[src/rtl/program_loader.sv]
// Boot-time program loader: assembles big-endian words from a byte stream and writes them to instruction memory.
// Optional trailing XOR checksum byte is enabled by defining PROGRAM_LOADER_CHECKSUM_EN.
module program_loader #(
  parameter int          ADDR_W    = 8,
  parameter logic [31:0] BASE_ADDR = 32'h0000_0000
) (
  input  logic        clk,
  input  logic        rst_n,
  input  logic [7:0]  byteIn,
  input  logic        byteValid,
  output logic        byteReady,
  input  logic        reload,
  output logic        memWrite,
  output logic [31:0] memAddr,
  output logic [31:0] memData,
  output logic        cpuHold,
  output logic        loadDone,
  output logic        loadError
);

`ifdef PROGRAM_LOADER_CHECKSUM_EN
  typedef enum logic [2:0] {HDR_HI, HDR_LO, WORD, WRITE, DONE, ERROR, CHK} state_t;
  localparam state_t AFTER_DATA = CHK;
`else
  typedef enum logic [2:0] {HDR_HI, HDR_LO, WORD, WRITE, DONE, ERROR} state_t;
  localparam state_t AFTER_DATA = DONE;
`endif

  localparam logic [16:0] MAX_WORDS = 17'(2 ** ADDR_W);

  state_t            state;
  logic [7:0]        hdr_hi;
  logic [15:0]       count;
  logic [ADDR_W:0]   idx;
  logic [1:0]        bcnt;
  logic [23:0]       word_acc;
  logic              take;
`ifdef PROGRAM_LOADER_CHECKSUM_EN
  logic [7:0]        xsum;
`endif

  function automatic logic [31:0] word_addr(input logic [ADDR_W:0] i);
    return BASE_ADDR + (32'(i) << 2);
  endfunction

`ifdef PROGRAM_LOADER_CHECKSUM_EN
  assign byteReady = (state == HDR_HI) || (state == HDR_LO) || (state == WORD) || (state == CHK);
`else
  assign byteReady = (state == HDR_HI) || (state == HDR_LO) || (state == WORD);
`endif
  assign take      = byteValid & byteReady;
  assign memWrite  = (state == WRITE);
  assign cpuHold   = (state != DONE);
  assign loadDone  = (state == DONE);
  assign loadError = (state == ERROR);

  // Leading three bytes of the word in flight; the fourth is merged directly into memData.
  always_ff @(posedge clk) begin
    if (state == WORD && take) word_acc <= {word_acc[15:0], byteIn};
  end

  always_ff @(posedge clk or negedge rst_n) begin
    if (!rst_n) begin
      state   <= HDR_HI;
      hdr_hi  <= 8'h00;
      count   <= 16'h0000;
      idx     <= '0;
      bcnt    <= 2'd0;
      memAddr <= 32'h0000_0000;
      memData <= 32'h0000_0000;
`ifdef PROGRAM_LOADER_CHECKSUM_EN
      xsum    <= 8'h00;
`endif
    end else begin
      case (state)
        HDR_HI: if (take) begin
          hdr_hi <= byteIn;
          state  <= HDR_LO;
        end
        HDR_LO: if (take) begin
          count <= {hdr_hi, byteIn};
          if ({hdr_hi, byteIn} == 16'h0000)           state <= AFTER_DATA;
          else if ({1'b0, hdr_hi, byteIn} > MAX_WORDS) state <= ERROR;
          else                                         state <= WORD;
        end
        WORD: if (take) begin
          bcnt <= bcnt + 2'd1;
`ifdef PROGRAM_LOADER_CHECKSUM_EN
          xsum <= xsum ^ byteIn;
`endif
          if (bcnt == 2'd3) begin
            memData <= {word_acc, byteIn};
            memAddr <= word_addr(idx);
            state   <= WRITE;
          end
        end
        WRITE: begin
          idx <= idx + 1'b1;
          if (16'(idx + 1'b1) == count) state <= AFTER_DATA;
          else                          state <= WORD;
        end
`ifdef PROGRAM_LOADER_CHECKSUM_EN
        CHK: if (take) state <= (byteIn == xsum) ? DONE : ERROR;
`endif
        DONE, ERROR: if (reload) begin
          state <= HDR_HI;
          idx   <= '0;
          bcnt  <= 2'd0;
`ifdef PROGRAM_LOADER_CHECKSUM_EN
          xsum  <= 8'h00;
`endif
        end
        default: state <= HDR_HI;
      endcase
    end
  end

endmodule

[config.mk]
export PLATFORM = sky130hd
export DESIGN_NAME = program_loader
export DESIGN_NICKNAME = d
export VERILOG_FILES = /design/src/rtl/program_loader.sv
export SDC_FILE = /design/constraint.sdc
export NUM_CORES = 1
export LEC_CHECK = 0
export BUFFER_PORTS_ARGS = -buffer_cell sky130_fd_sc_hd__clkbuf_2
export CORE_ASPECT_RATIO = 1.5
export CORE_MARGIN = 2
export CORE_UTILIZATION = 36
export CTS_CLUSTER_SIZE = 28
export DETAILED_ROUTE_END_ITERATION = 8
export GPL_ROUTABILITY_DRIVEN = 0
export PLACE_DENSITY = 0.67
export SETUP_SLACK_MARGIN = 0.4
export SYNTH_ARGS = -nofsm -noshare
export SYNTH_HDL_FRONTEND = slang
export SYNTH_SLANG_ARGS = --single-unit
[constraint.sdc]
create_clock -name clk -period 2.9 [get_ports clk]
set_input_delay 0.145 -clock clk [delete_from_list [all_inputs] [get_ports clk]]
set_output_delay 0.145 -clock clk [all_outputs]
set_load 0.03 [all_outputs]
[Yosys cells after proc, flatten, opt, wreduce, memory -nomap -nowiden]
Index checks and enable logic that the tools add are counted.
Word-level totals
  bits in registers: 103
  bits in latches: 0
  RAM bits: 0
  ROM bits: 0
  bits of input ports: 12
  output and inout bits: 69
  logic and storage cells: 54
  memories kept: 0
Operators by class
  $add $sub $neg: 3
  $mul: 0
  div/mod/pow operators: 0
  $lt $le $gt $ge: 1
  equality and inequality tests: 13
  shift-type cells: 0
  multiplexer cells: 14
  bitwise gates (word level): 1
  reduce and logical (&&, ||, !) cells: 14
Operators with widths (number)
  two-way mux 3 bit: 8
  case mux 9 bit (2 select lines): 1
  equality test 10 x 16 -> 1 bit: 1
  > comparator 16 x 9 -> 1 bit, second input constant: 1
  logical NOT 16 bit: 1
  case mux 3 bit (5 select lines): 1
  adder 9 x 1 -> 10 bit, second input constant: 1
  adder 9 x 1 -> 9 bit, second input constant: 1
  two-way mux 9 bit: 1
  != test 2 bit, second input constant: 4
  equality test 3 x 2 -> 1 bit, second input constant: 2
  equality test 3 bit, second input constant: 2
  AND reduction 2 bit: 3
  AND reduction 3 bit: 2
  AND reduction 5 bit: 1
  two-way mux 2 bit: 2
  case mux 2 bit (2 select lines): 1
  nonzero test 2 bit: 2
  equality test 3 x 1 -> 1 bit, second input constant: 1
  logical NOT 3 bit: 1
  != test 3 bit, second input constant: 1
  adder 2 x 1 -> 2 bit, second input constant: 1
  equality test 2 bit, second input constant: 1
  logical OR 1 bit: 2
  4 further kinds: 4

[Depth between registers and ports, before layout]
  word-level depth: 6
  mapped depth: 6
  depth with buffers taken out: 6

[Worst setup path after synthesis]
OpenSTA, ideal clock, no wires.
  path type: register -> register
  from: register state[2]
  to: register memData[6]
  library setup time: 0.128 ns
  data arrival time: 2.206 ns
  required time: 2.772 ns
  slack: 0.566 ns
  cell stages (with the launch flop): 7
  path buffers: 1
  clock period less this slack: 2.334 ns
  cell sequence: dfrtp_1 -> nor2b_2 -> and2b_1 -> and2_1 -> nand2_2 -> buf_6 -> mux2_1
On the way
  word-level cells in the longest chain between the ends: 5
  elaborated cells between the ends (all ways): 7
  those cells by class: 2 x eq/ne; 1 x bitwise; 4 x reduce/logical
RTL lines
  from (decl): RTL line 31  | state_t state;
  from (signal assigned): RTL line 64  | state <= HDR_HI;
  from (signal assigned): RTL line 78  | state <= HDR_LO;
  from (signal assigned): RTL line 82  | if ({hdr_hi, byteIn} == 16'h0000) state <= AFTER_DATA;
  equality test 3 x 1 -> 1 bit or logical NOT 3 bit (tied branches): RTL line 49  | assign byteReady = (state == HDR_HI) || (state == HDR_LO) || (state == WORD);
  logical OR 1 bit (2 in series): RTL line 49
  bitwise AND 1 bit: RTL line 51  | assign take = byteValid & byteReady;
  AND reduction 3 bit (no line) (*)
  to (signal assigned): RTL line 92  | memData <= {word_acc, byteIn};
  to (decl): RTL line 15  | output logic [31:0] memData,
Every way passes the cells marked *; elsewhere a longest branch is shown, timed or not.
A chain may end at the register's enable or synchronous reset.

[Worst setup path in the final report]
  from: register idx[0]
  to: register state[1]
On the way
  word-level cells in the longest chain between the ends: 4
RTL lines
  from (decl): RTL line 34  | logic [ADDR_W:0] idx;
  from (signal assigned): RTL line 98  | idx <= idx + 1'b1;
  adder 9 x 1 -> 10 bit: RTL line 99  | if (16'(idx + 1'b1) == count) state <= AFTER_DATA;
  equality test 10 x 16 -> 1 bit: RTL line 99
  two-way mux 3 bit: RTL line 99
  case mux 3 bit (5 select lines): RTL line 75  | case (state)
  to (signal assigned): RTL line 78
  to (signal assigned): RTL line 99
  to (signal assigned): RTL line 100  | else state <= WORD;
Every way passes these cells.

==> results.md <==
* NetSw at 1.10 mW
* Setup CP Type: reg -> reg
* Largest net degree at the start of global routing at 80
* Nets@finish at 400
* Number of synthesized register bits at 103
* CORE AREA at 0.0123 sq mm
* H-tree level count at 3
* Setup Viol. Count Final at 0
* Clock sinks at 103
* Die area at 0.0134 sq mm
* FMAX at 0.460 GHz
* Starting Density at 36.4%
* Post-route setup slack at 0.725 ns
* Post-CTS Setup Inserts at 0
* Residual DRC at 0
* PortBufs at 57
* Cell row count at 50
* Routed wire length per instance at 15.7 um
* Switching Share at 29.7%
* Dpl cell area at 0.00482 sq mm
* Arr. time, crit path at 2.38 ns
* Status: finished clean
* CTS buffer count at 9
* Storage cell area at 0.00270 sq mm
* Design area at 0.00511 sq mm
* Total power at 3.70 mW
* Hold buffer count at CTS at 1
* # Max-Cap Violations at 0
* Leakage at 2.35 nW
* Post-synth top flop: dfrtp_1
* Pins Over Slew Limit at 0
* Initial DRC Count at 118
* Post-Syn Instances at 329
* Worst IR Drop VDD at 0.000301 V
* Synthesized area at 0.00449 sq mm
* Clock Path Buffers at 2
* Multi-input gate area at 0.00158 sq mm
* Clock transition at path regs at 0.07 ns
* FILL cells at 1132
* CTS tree: yes
* Vias in the first global route at 2706
* Hold WS at 0.0473 ns
* Share of layout cells above drive strength 1 at 37.6%
* Distinct cell type count after synthesis at 56
* Die H at 141 um
* Top post-synthesis cells by area: dfrtp_1 (44%), edfxtp_1 (16%), mux2_2 (15%)
* ANT nets after route at 0
* Via count at 2723
* Synth warnings at 0
* Setup crit end kind: flop
* Crit path max fanout at 7
* Post-synth ARST share at 76.7%
* Pwr dens at 724 mW/mm^2
* Flop pwr share at 50.3%
* Root Buffer: clkbuf_16
* Ports at 81
* RSZ-0062 raised after global routing: false
* Clk_lat worst skew at 0.35 ns
* # diodes at 0
* Final Hold Vio Count at 0
* Area delta synth->final at 13.7%
* DP HPWL at 6180 um
* GRT Residual Overflow at 0
* EDFF count, synth at 24
* Total negative slack at 0 ns
* DRT Pass-1 Iters at 4
* Pint at 2.60 mW
* Combinational share of power at 19.0%
* Worst hold path class: in -> reg
* Clk pwr share at 30.7%
* Global-route usage over all layers at 13.7%
* Layout Skew at 0.00934 ns
* Post-synthesis sequential area ratio at 60.1%
* Chip width at 95.2 um
* Final worst-path cycle share at 75.0%
* Top cell type's share of synthesized area at 44.0%
* Slew @ Worst Pin at 0.989 ns
* Mean area per synthesized cell at 13.7 sq um
* CP Data Required Time at 3.10 ns
* Vias per std cell at 4.98
* WL final at 8600 um
* First-pass GRT wire length at 13900 um
* Crit path launch type: flop
* Setup WS pre-CTS at 0.773 ns
* Slew margin rel. at 34.0%
* Final min period at 2.18 ns
* Initial antenna violation count at 0
* Synth area leader: dfrtp_1
* Post-CTS sizing at 0
metal layers:
metal	vias up	part of all wire (%)	wire length, um	track usage (%)
met5	-	0	0	0
met4	0	2.7	233	7.93
met3	13	4.1	353	1.92
met2	69	54	4670	23.9
met1	1381	39	3340	15.6
li1	1260	-	-	-
synthesized netlist by cell type (2+ instances only):
master,n
a21oi_1,5
a31oi_1,2
and2_1,3
and3_1,4
buf_2,6
buf_4,25
buf_6,4
dfrtp_1,79
edfxtp_1,24
ha_1,2
inv_1,6
mux2_1,2
mux2_2,61
nand2_1,15
nand3_1,6
nand3_2,2
nand3b_1,2
nor2_1,9
nor2b_1,2
nor3b_1,2
nor4_1,4
o211ai_1,2
o21ai_0,18
o311ai_0,2
o31ai_1,3
xnor2_1,5
xor2_1,5
cells in the final DEF, fill, tap and decap left out, types with 2 or more instances in the layout:
master and count:
conb_1 23, o211ai_1 2, nor3b_1 2, clkbuf_2 56
dfrtp_1 79, nand3_1 6, nor4_1 4, a31oi_1 2
a21oi_1 5, o31ai_1 3, mux2_2 61, nand2_1 15
and2_1 3, nand3_2 2, o311ai_0 2, mux2_1 2
xor2_1 5, and3_1 4, xnor2_1 5, o21ai_0 18
inv_1 6, nand3b_1 2, ha_1 2, buf_4 2
nor2_1 9, edfxtp_1 24, inv_6 4, nor2b_1 2
clkbuf_16 9
flip-flops by register name, summed over array words and instances, names as in the netlist:
| register | cells |
|---|---|
| memData | 32 |
| word_acc | 24 |
| count | 16 |
| idx | 9 |
| memAddr | 9 |
| hdr_hi | 8 |
| state | 3 |
| bcnt | 2 |
cells by family after synthesis:
group,share of synthesized area (%)
compound gates,6.32
xor+xnor,1.95
fa+ha+maj,0.557
buf+inv,6.52
flops,60.1
mux,16.0
other cells,0.0835
simple gates,8.50
final cells by class:
type,count,area share [%]
Clock inverter,6,1.00
Tap cell,156,3.82
Inverter,7,0.514
Timing Repair Buffer,60,6.37
Clock buffer,10,4.48
Sequential cell,103,52.8
Multi-Input combinational cell,205,31.0
final timing paths:
kind	cells after the start	endpoint	slack, ns	start
max in group asynchronous	2	idx[2]	1.76	rst_n
min	1	word_acc[7]	0.05	byteIn[7]
max reg2reg	6	state[1]	0.72	idx[0]
max	6	state[1]	0.72	idx[0]
min in group asynchronous	2	memData[15]	0.50	rst_n
min reg2reg	0	word_acc[9]	0.45	word_acc[1]
critical path: stages, from the launching register on:
cell	delay [ns]
dfrtp_1	0.50
ha_1	0.36
nand3_2	0.15
nor3_2	0.30
xnor2_1	0.13
nor4_2	0.42
a311oi_1	0.17
metrics by stage:
step | std cells | util, %
2_1_floorplan | 351 | -
4_1_cts | 547 | 41.5
5_1_grt | 547 | 41.5
3_3_place_gp | 530 | 39.1
6_report | 547 | 41.5
3_5_place_dp | 530 | 39.1
power groups by stage:
stage / sequential, mW / combinational [mW] / clock (mW)
3_3_place_gp: 1.87 / 0.683 / 0
3_5_place_dp: 1.89 / 0.705 / 0
4_1_cts: 1.86 / 0.711 / 1.16
5_1_grt: 1.89 / 0.778 / 1.22
6_report: 1.86 / 0.702 / 1.14
2_1_floorplan: 1.81 / 0.607 / 0
(Power assumes the default switching activity.)
